===== src/rtl/usb_packet_decoder_pkg.sv =====
// Shared USB receive definitions: PID codes, CRC parameters, decoder states and PID classifier.
package usb_packet_decoder_pkg;

    localparam logic [7:0] PID_OUT   = 8'hE1;
    localparam logic [7:0] PID_IN    = 8'h69;
    localparam logic [7:0] PID_SOF   = 8'hA5;
    localparam logic [7:0] PID_SETUP = 8'h2D;
    localparam logic [7:0] PID_DATA0 = 8'hC3;
    localparam logic [7:0] PID_DATA1 = 8'h4B;
    localparam logic [7:0] PID_DATA2 = 8'h87;
    localparam logic [7:0] PID_MDATA = 8'h0F;
    localparam logic [7:0] PID_ACK   = 8'hD2;
    localparam logic [7:0] PID_NAK   = 8'h5A;
    localparam logic [7:0] PID_STALL = 8'h1E;
    localparam logic [7:0] PID_NYET  = 8'h96;

    localparam logic [4:0]  CRC5_POLY  = 5'h05;
    localparam logic [4:0]  CRC5_INIT  = 5'h1F;
    localparam logic [4:0]  CRC5_RES   = 5'b01100;
    localparam logic [15:0] CRC16_POLY = 16'h8005;
    localparam logic [15:0] CRC16_INIT = 16'hFFFF;
    localparam logic [15:0] CRC16_RES  = 16'h800D;

    typedef enum logic [2:0] {
        S_IDLE, S_PID, S_TOKEN, S_DATA, S_HSK, S_DROP
    } state_t;

    // Maps a PID byte to the state that handles the rest of its packet.
    function automatic state_t pid_class(input logic [7:0] p);
        state_t s;
        s = S_DROP;
        if (p[7:4] == ~p[3:0]) begin
            case (p)
                PID_OUT, PID_IN, PID_SOF, PID_SETUP:         s = S_TOKEN;
                PID_DATA0, PID_DATA1, PID_DATA2, PID_MDATA:  s = S_DATA;
                PID_ACK, PID_NAK, PID_STALL, PID_NYET:       s = S_HSK;
                default:                                     s = S_DROP;
            endcase
        end
        return s;
    endfunction

endpackage


===== src/rtl/usb_packet_decoder_crc.sv =====
// Byte-wide USB CRC (CRC5 or CRC16), bits consumed LSB-first; residual is checked by the caller.
module usb_crc
    import usb_packet_decoder_pkg::*;
#(
    parameter int WIDTH = 5
) (
    input  logic             clk,
    input  logic             nrst,
    input  logic             clear,
    input  logic             en,
    input  logic [7:0]       data,
    output logic [WIDTH-1:0] crc
);
    localparam logic [WIDTH-1:0] POLY = (WIDTH == 5) ? WIDTH'(CRC5_POLY) : WIDTH'(CRC16_POLY);
    localparam logic [WIDTH-1:0] INIT = (WIDTH == 5) ? WIDTH'(CRC5_INIT) : WIDTH'(CRC16_INIT);

    logic [WIDTH-1:0] nxt;

    always_comb begin
        nxt = crc;
        for (int i = 0; i < 8; i++) begin
            if (nxt[WIDTH-1] ^ data[i]) nxt = {nxt[WIDTH-2:0], 1'b0} ^ POLY;
            else                        nxt = {nxt[WIDTH-2:0], 1'b0};
        end
    end

    always_ff @(posedge clk or negedge nrst) begin
        if (!nrst)      crc <= INIT;
        else if (clear) crc <= INIT;
        else if (en)    crc <= nxt;
    end

endmodule


===== src/rtl/usb_packet_decoder.sv =====
// Receive-side USB packet parser: validates PID/CRC, emits token/SOF/handshake strobes and
// streams data payload with the trailing CRC16 bytes held back.
module usb_packet_decoder
    import usb_packet_decoder_pkg::*;
#(
    parameter int MAX_PAYLOAD = 1024
) (
    input  logic        clk,
    input  logic        nrst,
    input  logic [7:0]  rx_data,
    input  logic        rx_strb,
    input  logic        rx_active,
    input  logic        rx_err,
    output logic [23:0] token_out,
    output logic        token_strb,
    output logic [10:0] sof_frame,
    output logic        sof_strb,
    output logic [7:0]  pid,
    output logic        hsk_strb,
    output logic [7:0]  data_out,
    output logic        data_strb,
    output logic        data_end,
    output logic        data_fail
);
    localparam int             CW    = $clog2(MAX_PAYLOAD + 3) + 1;
    localparam logic [CW-1:0]  LIMIT = CW'(MAX_PAYLOAD + 2);
    localparam logic [CW-1:0]  TWO   = CW'(2);

    state_t        state, cur;
    logic [7:0]    pid_byte, hold0, hold1;
    logic [CW-1:0] cnt;
    logic          fresh;
    logic [4:0]    crc5;
    logic [15:0]   crc16;
    logic          byte_in;

    // In S_PID the packet class is already known from the latched PID, so any byte arriving
    // that cycle is handled as if the class state had already been entered.
    always_comb begin
        cur = state;
        if (state == S_PID) cur = pid_class(pid_byte);
    end

    assign byte_in = rx_active && rx_strb && (state != S_IDLE);

    usb_crc #(.WIDTH(5)) u_crc5 (
        .clk(clk), .nrst(nrst), .clear(state == S_IDLE),
        .en(byte_in && cur == S_TOKEN), .data(rx_data), .crc(crc5)
    );

    usb_crc #(.WIDTH(16)) u_crc16 (
        .clk(clk), .nrst(nrst), .clear(state == S_IDLE),
        .en(byte_in && cur == S_DATA), .data(rx_data), .crc(crc16)
    );

    always_ff @(posedge clk or negedge nrst) begin
        if (!nrst) begin
            state      <= S_IDLE;
            fresh      <= 1'b1;
            pid_byte   <= '0;
            hold0      <= '0;
            hold1      <= '0;
            cnt        <= '0;
            token_out  <= '0;
            token_strb <= 1'b0;
            sof_frame  <= '0;
            sof_strb   <= 1'b0;
            pid        <= '0;
            hsk_strb   <= 1'b0;
            data_out   <= '0;
            data_strb  <= 1'b0;
            data_end   <= 1'b0;
            data_fail  <= 1'b0;
        end else begin
            token_strb <= 1'b0;
            sof_strb   <= 1'b0;
            hsk_strb   <= 1'b0;
            data_strb  <= 1'b0;
            data_end   <= 1'b0;
            data_fail  <= 1'b0;
            fresh      <= 1'b0;

            // Coming out of reset inside a packet: discard its remainder.
            if (fresh && rx_active) begin
                state <= S_DROP;
            end else if (state == S_IDLE) begin
                if (rx_active && rx_strb) begin
                    pid_byte <= rx_data;
                    cnt      <= '0;
                    state    <= S_PID;
                end
            end else if (!rx_active) begin
                state <= S_IDLE;
                case (cur)
                    S_TOKEN: begin
                        if (cnt == TWO && crc5 == CRC5_RES) begin
                            if (pid_byte == PID_SOF) begin
                                sof_frame <= {hold0[2:0], hold1};
                                sof_strb  <= 1'b1;
                            end else begin
                                token_out  <= {hold0, hold1, pid_byte};
                                token_strb <= 1'b1;
                            end
                        end
                    end
                    S_DATA: begin
                        if (cnt >= TWO && crc16 == CRC16_RES) data_end  <= 1'b1;
                        else                                  data_fail <= 1'b1;
                    end
                    S_HSK: begin
                        if (cnt == '0) begin
                            pid      <= pid_byte;
                            hsk_strb <= 1'b1;
                        end
                    end
                    default: ;
                endcase
            end else begin
                if (state == S_PID) begin
                    state <= cur;
                    if (cur == S_DATA) pid <= pid_byte;
                end
                case (cur)
                    S_TOKEN: begin
                        if (rx_err) begin
                            state <= S_DROP;
                        end else if (rx_strb) begin
                            if (cnt == TWO) begin
                                state <= S_DROP;
                            end else begin
                                hold1 <= hold0;
                                hold0 <= rx_data;
                                cnt   <= cnt + 1'b1;
                            end
                        end
                    end
                    S_DATA: begin
                        if (rx_err) begin
                            data_fail <= 1'b1;
                            state     <= S_DROP;
                        end else if (rx_strb) begin
                            if (cnt == LIMIT) begin
                                data_fail <= 1'b1;
                                state     <= S_DROP;
                            end else begin
                                // Two-byte hold-back keeps the CRC16 bytes off data_out.
                                if (cnt >= TWO) begin
                                    data_out  <= hold1;
                                    data_strb <= 1'b1;
                                end
                                hold1 <= hold0;
                                hold0 <= rx_data;
                                cnt   <= cnt + 1'b1;
                            end
                        end
                    end
                    S_HSK: begin
                        if (rx_err || rx_strb) state <= S_DROP;
                    end
                    default: ;
                endcase
            end
        end
    end

endmodule


===== config.mk =====
export PLATFORM = sky130hd
export DESIGN_NAME = usb_packet_decoder
export DESIGN_NICKNAME = d
export VERILOG_FILES = /design/src/rtl/usb_packet_decoder_pkg.sv /design/src/rtl/usb_packet_decoder_crc.sv /design/src/rtl/usb_packet_decoder.sv
export SDC_FILE = /design/constraint.sdc
export NUM_CORES = 1
export LEC_CHECK = 0
export CELL_PAD_IN_SITES_DETAIL_PLACEMENT = 1
export CELL_PAD_IN_SITES_GLOBAL_PLACEMENT = 2
export CORE_UTILIZATION = 43
export CTS_CLUSTER_DIAMETER = 40
export DETAILED_ROUTE_END_ITERATION = 10
export DONT_BUFFER_PORTS = 1
export HOLD_SLACK_MARGIN = 0.03
export PLACE_DENSITY_LB_ADDON = 0.1
export SLEW_MARGIN = 20
export SYNTH_ARGS = -nofsm -noshare
export SYNTH_HDL_FRONTEND = slang
export SYNTH_SLANG_ARGS = --single-unit

===== constraint.sdc =====
create_clock -name clk -period 4.1 [get_ports clk]
set_clock_uncertainty 0.15 [all_clocks]
set_input_delay 0.82 -clock clk [delete_from_list [all_inputs] [get_ports clk]]
set_output_delay 0.82 -clock clk [all_outputs]
set_load 0.1 [all_outputs]

[After elaboration in Yosys (flattened, before gate mapping)]
Index checks and enable logic that the tools add are counted.
W data, S select, Z words.
Word-level totals
  flip-flop bits (word level): 118
  input port bits: 13
  word-level logic and storage cells: 228
Operators by class
  mux-type cells: 104
  bitwise logic cells: 39
  reductions and logical operators: 28
  equality and inequality tests: 37
  add/sub/neg operators: 1
  order comparisons: 1
Operators with widths (number)
  $mux W16: 10
  $mux W8: 17
  $mux W12: 9
  $mux W3: 22
  $eq A8 B8 Y1 const B: 6
  $mux W1: 39
  $pmux W8 S2: 2
  $eq A8 B7 Y1 const B: 3
  $not A3 Y3: 8
  $pmux W12 S2: 1
  $reduce_and A10 Y1: 2
  $ne A3 B2 Y1 const B: 6
  $pmux W3 S3: 2
  $reduce_and A6 Y1: 3
  $eq A16 B16 Y1 const B: 1
  $not A2 Y2: 8
  $xor A1 B1 Y1: 16
  $ne A2 B2 Y1 const B: 7
  $add A12 B1 Y12 const B: 1
  $eq A12 B11 Y1 const B: 1
  $eq A12 B2 Y1 const B: 1
  $ge A12 B2 Y1 const B: 1
  $logic_not A12 Y1: 1
  $reduce_bool A2 Y1: 6
  other kinds (20): 37

[Depth between registers and ports, before layout]
  word-level depth: 18
  mapped depth: 9
  depth with buffers taken out: 8

[Modules after synthesis]
From an unflattened synthesis, not the netlist that was laid out.
Unflattened totals
  cells, all modules: 475
  area, all modules: 5729.2 um^2
By module, submodules not included
  usb_packet_decoder: sequential area each 2428.6 um^2, area each 4431.8 um^2, cells an instance 357, times used 1
  usb_crc at u_crc16: sequential area each 420.4 um^2, area each 889.6 um^2, cells an instance 85, times used 1
  usb_crc at u_crc5: sequential area each 131.4 um^2, area each 407.9 um^2, cells an instance 33, times used 1

[Worst setup path before layout]
OpenSTA, ideal clock, no wires.
  path type: reg2reg
  start point: register pid_byte[4]
  end point: register token_out[23]
  cell stages (with the launch flop): 9
  required time: 3825 ps
  clock period less this slack: 2874 ps
  library setup time: 125 ps
  slack: 1226 ps
  data arrival time: 2599 ps
  cell sequence: dfrtp_1 > and4bb_2 > nor2_2 > o41a_1 > buf_2 > or4_4 > a21oi_4 > buf_6 > mux2_2
On the way
  word-level cells in the longest chain between the ends: 7
RTL lines
  start: declaration: RTL line usb_packet_decoder.sv:30  | logic [7:0] pid_byte, hold0, hold1;
  start signal: assignment: RTL line usb_packet_decoder.sv:88  | pid_byte <= rx_data;
  $eq A8 B8 Y1, or another cell as far along: RTL line usb_packet_decoder_pkg.sv:33  | case (p)
  $reduce_or A4 Y1: RTL line usb_packet_decoder_pkg.sv:33
  $pmux W3 S3: RTL line usb_packet_decoder_pkg.sv:33
  $mux W3: RTL line usb_packet_decoder_pkg.sv:32  | if (p[7:4] == ~p[3:0]) begin
  $mux W3: RTL line usb_packet_decoder.sv:41  | if (state == S_PID) cur = pid_class(pid_byte);
  $eq A3 B2 Y1: RTL line usb_packet_decoder.sv:94  | case (cur)
  $reduce_and A6 Y1 (no line) *
  end signal: assignment: RTL line usb_packet_decoder.sv:101  | token_out <= {hold0, hold1, pid_byte};
  end: declaration: RTL line usb_packet_decoder.sv:14  | output logic [23:0] token_out,
Mark *: on every way between the ends. The rest lies on a longest branch, timed or not.
A chain may end at the register's enable or synchronous reset.

[Worst setup path in the final report]
  start point: register cnt[0]
  end point: register token_out[1]
On the way
  word-level cells in the longest chain between the ends: 3
RTL lines
  start: declaration: RTL line usb_packet_decoder.sv:31  | logic [CW-1:0] cnt;
  start signal: assignment: RTL line usb_packet_decoder.sv:133  | cnt <= cnt + 1'b1;
  start signal: assignment: RTL line usb_packet_decoder.sv:153  | cnt <= cnt + 1'b1;
  $eq A12 B2 Y1: RTL line usb_packet_decoder.sv:96  | if (cnt == TWO && crc5 == CRC5_RES) begin
  $logic_and A1 B1 Y1: RTL line usb_packet_decoder.sv:96
  $reduce_and A6 Y1 (no line)
No other way between the ends.

==> summary.md <==
| Metric | Value |
|---|---|
| Slew HR | `0.363` |
| Core area | `0.0126 mm^2` |
| TritonCTS clock tree | `built` |
| Clock sink count | `118` |
| Layout Cells excl Fill | `653` |
| Antenna fix cells | `0` |
| Worst Max-Slew Pin Slew | `0.955 ns` |
| Vias/cell | `5.58` |
| DP Worst Slack | `0.701 ns` |
| Worst hold margin | `0.0943 ns` |
| Post-DP HPWL | `9.02 mm` |
| Kind of cell adding the most delay to the critical path | `simple AND/OR/NAND/NOR gates` |
| Area Growth Syn to Fin | `14.3%` |
| Post-synth ARST share | `1.00` |
| Vias in the first global route | `3897` |
| Crit share post-route | `0.830` |
| CP Max Fanout | `16` |
| Via Count | `3644` |
| RSZ-0062 raised after global routing | `no` |
| Final Max Tran Viols | `0` |
| CP peak stage delay | `0.50 ns` |
| Placed cell count | `620` |
| Post-synth top area share | `0.435` |
| Commonest non-fill, non-tap cell in the layout | `dfrtp_1` |
| Max cap viols | `0` |
| Hold Crit Class | `in -> async` |
| Pre-Repair DR Iteration Count | `4` |
| Sequential fraction of the synthesis area | `0.540` |
| Grt total ovfl | `0` |
| Crit-path cells | `inv_1 -> ha_1 -> nor4b_1 -> and3_1 -> nand3_1 -> or4_4 -> a21oi_4 -> buf_4 -> mux2_2` |
| Final setup violation count | `0` |
| Setup crit end kind | `register` |
| Synthesized flop and latch total | `118` |
| Mapped Area | `0.00552 mm^2` |
| Row cnt | `41` |
| CP max-delay cell | `nor4b_1` |
| Fillers | `1309` |
| Yosys cell types | `55` |
| Most frequent cells in the layout | `dfrtp_1, mux2_2, nor2_1` |
| Leakage | `2.82 nW` |
| Final wirelength | `13.4 mm` |
| Final worst setup slack | `0.696 ns` |
| H-Tree Level Count | `4` |
| Fin. Hold Viols | `0` |
| Synthesized Nets | `474` |
| Critical Path RT | `4.25 ns` |
| Buf+Inv Stages, Crit Path | `2` |
| Initial core utilization | `0.439` |
| Cells on worst reg2reg path | `9` |
| Drt drc | `0` |
| Skew-Pair Late Insertion Delay | `0.42 ns` |
| Worst reg2reg setup slack | `0.70 ns` |
| EDFF count, synth | `0` |
| Area of the multi-input gates | `0.00241 mm^2` |
| Layout Nets | `484` |
| Yosys warnings | `0` |
| Final total negative setup slack | `0 ns` |
| Share of cells above drive strength 1 | `0.295` |
| Main synth FF type | `dfrtp_1` |
| Routed wire per std cell | `20.5 um` |
| Status | `complete, no violations` |
| # IOs | `70` |
| Die width | `115 um` |
| Root buf cell | `clkbuf_16` |
| ANT nets after route | `0` |
| Post-synth top area cell | `dfrtp_1` |
| PD cells | `494 mW/mm^2` |
| Maximum vdd drop | `0.197 mV` |
| Die Footprint | `0.0133 mm^2` |
| All-Layer GR Usage | `0.222` |
| Crit path kind | `reg -> reg` |
| Port Buf Inserts | `0` |
| Largest net degree at the start of global routing | `97` |
| CP arrival | `3.55 ns` |
| Design Power | `3.11 mW` |
| Avg Cell Area, Syn | `12.0 um^2` |
| Starting DRT DRC Count | `245` |
| Synth Instances | `458` |
| Clock-pin slew on the worst setup and hold paths | `0.06 ns` |
| R2r endpoint | `token_out[1]$_DFFE_PN0P_` |
| Global-route wire length before repair | `21.9 mm` |
| Initial antenna violation count | `0` |
| Clock Tree Buf Depth | `2` |
| Final min period | `3.40 ns` |
| Fmax | `294 MHz` |
| Register Area | `0.00298 mm^2` |
| Die Height | `115 um` |
| Synth top area cells | `dfrtp_1, mux2_2, dfstp_2` |
| Post-CTS Setup Inserts | `0` |
| R2r startpoint | `cnt[0]$_DFFE_PN0P_` |
| Startpoint Class | `register` |
| Num CTS Buffers | `17` |
| Placer Congestion | `0.836` |
[worst reg2reg max path: cells and delay by family (launching register included)]
| family | cells | cell delay (ns) |
|---|---|---|
| mux | 1 | 0.38 |
| flops | 1 | 0.42 |
| buf+inv | 2 | 0.44 |
| compound gates | 1 | 0.33 |
| simple gates | 4 | 1.40 |
| fa+ha+maj | 1 | 0.16 |
[synth_stat cells (all sizes together) (5+ instances only)]
library cell and number:
xnor2 32, dfstp 22, nor2 46, a21oi 16, inv 6, nand3 13
and3 7, dfrtp 96, buf 7, mux2 74, nand2 22, clkbuf 12
a221o 5, o21ai 11, o41ai 7, xor2 9, nor3 10, or3 5
[stage by stage]
stage / utilization / instance area [um^2]
floorplan: - / 5520
detailed placement: 0.453 / 5700
global route: 0.502 / 6310
finish: 0.502 / 6310
global placement: 0.453 / 5700
CTS: 0.502 / 6310
[worst max path at each step]
stage               slack (ns)               startpoint  depth (start not counted)                         to
detailed placement        0.70       cnt[0]$_DFFE_PN0P_                          9   token_out[1]$_DFFE_PN0P_
finish                    0.70       cnt[0]$_DFFE_PN0P_                          9   token_out[1]$_DFFE_PN0P_
floorplan                 1.23  pid_byte[4]$_DFFE_PN0P_                          8  token_out[23]$_DFFE_PN0P_
global route              0.45       cnt[0]$_DFFE_PN0P_                          9   token_out[1]$_DFFE_PN0P_
CTS                       0.67       cnt[0]$_DFFE_PN0P_                          9   token_out[1]$_DFFE_PN0P_
global placement          0.76  pid_byte[4]$_DFFE_PN0P_                          7   token_out[4]$_DFFE_PN0P_
[state kept, by name, summed over array words and instances (netlist names), 11 cells and up]
register and flops:
cnt 12, sof_frame 11, token_out 24, u_crc16.crc 16
[kinds of logic (layout without fill, tap and decap cells)]
kind of cell / Yosys count / after routing / synth area share
and+or+nand+nor: 127 / 127 / 0.116
DFF: 118 / 118 / 0.540
muxes: 77 / 77 / 0.156
AOI/OAI and AO/OA: 65 / 65 / 0.0871
xor gates and xnor gates: 42 / 42 / 0.0692
buffers and inverters: 25 / 48 / 0.0236
adders and majority gates: 3 / 3 / 0.00680
other: 1 / 1 / 0.000680
[layout make-up]
| type | instances | area share |
|---|---|---|
| sequential | 118 | 0.472 |
| clock buffer | 18 | 0.0696 |
| clock inverter | 14 | 0.0228 |
| timing repair buffer | 10 | 0.0151 |
| tap | 172 | 0.0341 |
| inverter | 6 | 0.00357 |
| multi-input combinational | 315 | 0.382 |
[where the power goes]
part	switching, mW	total [mW]	internal (mW)
registers	0.179	1.39	1.22
logic	0.147	0.265	0.118
clock network	0.587	1.45	0.867
[what timing repair did]
action / CTS / global route
endpoints found under the hold margin: 96 / 0
resized for setup: 0 / 0
hold buffers: 1 / 0
[layer usage]
metal,global-route usage,up-vias,wire length (um)
met3,0.0601,22,581
li1,-,1675,-
met1,0.274,1873,6000
met4,0.0944,0,265
met5,0,-,0
met2,0.367,74,6520
No activity file was read; power rests on OpenSTA's default activity.
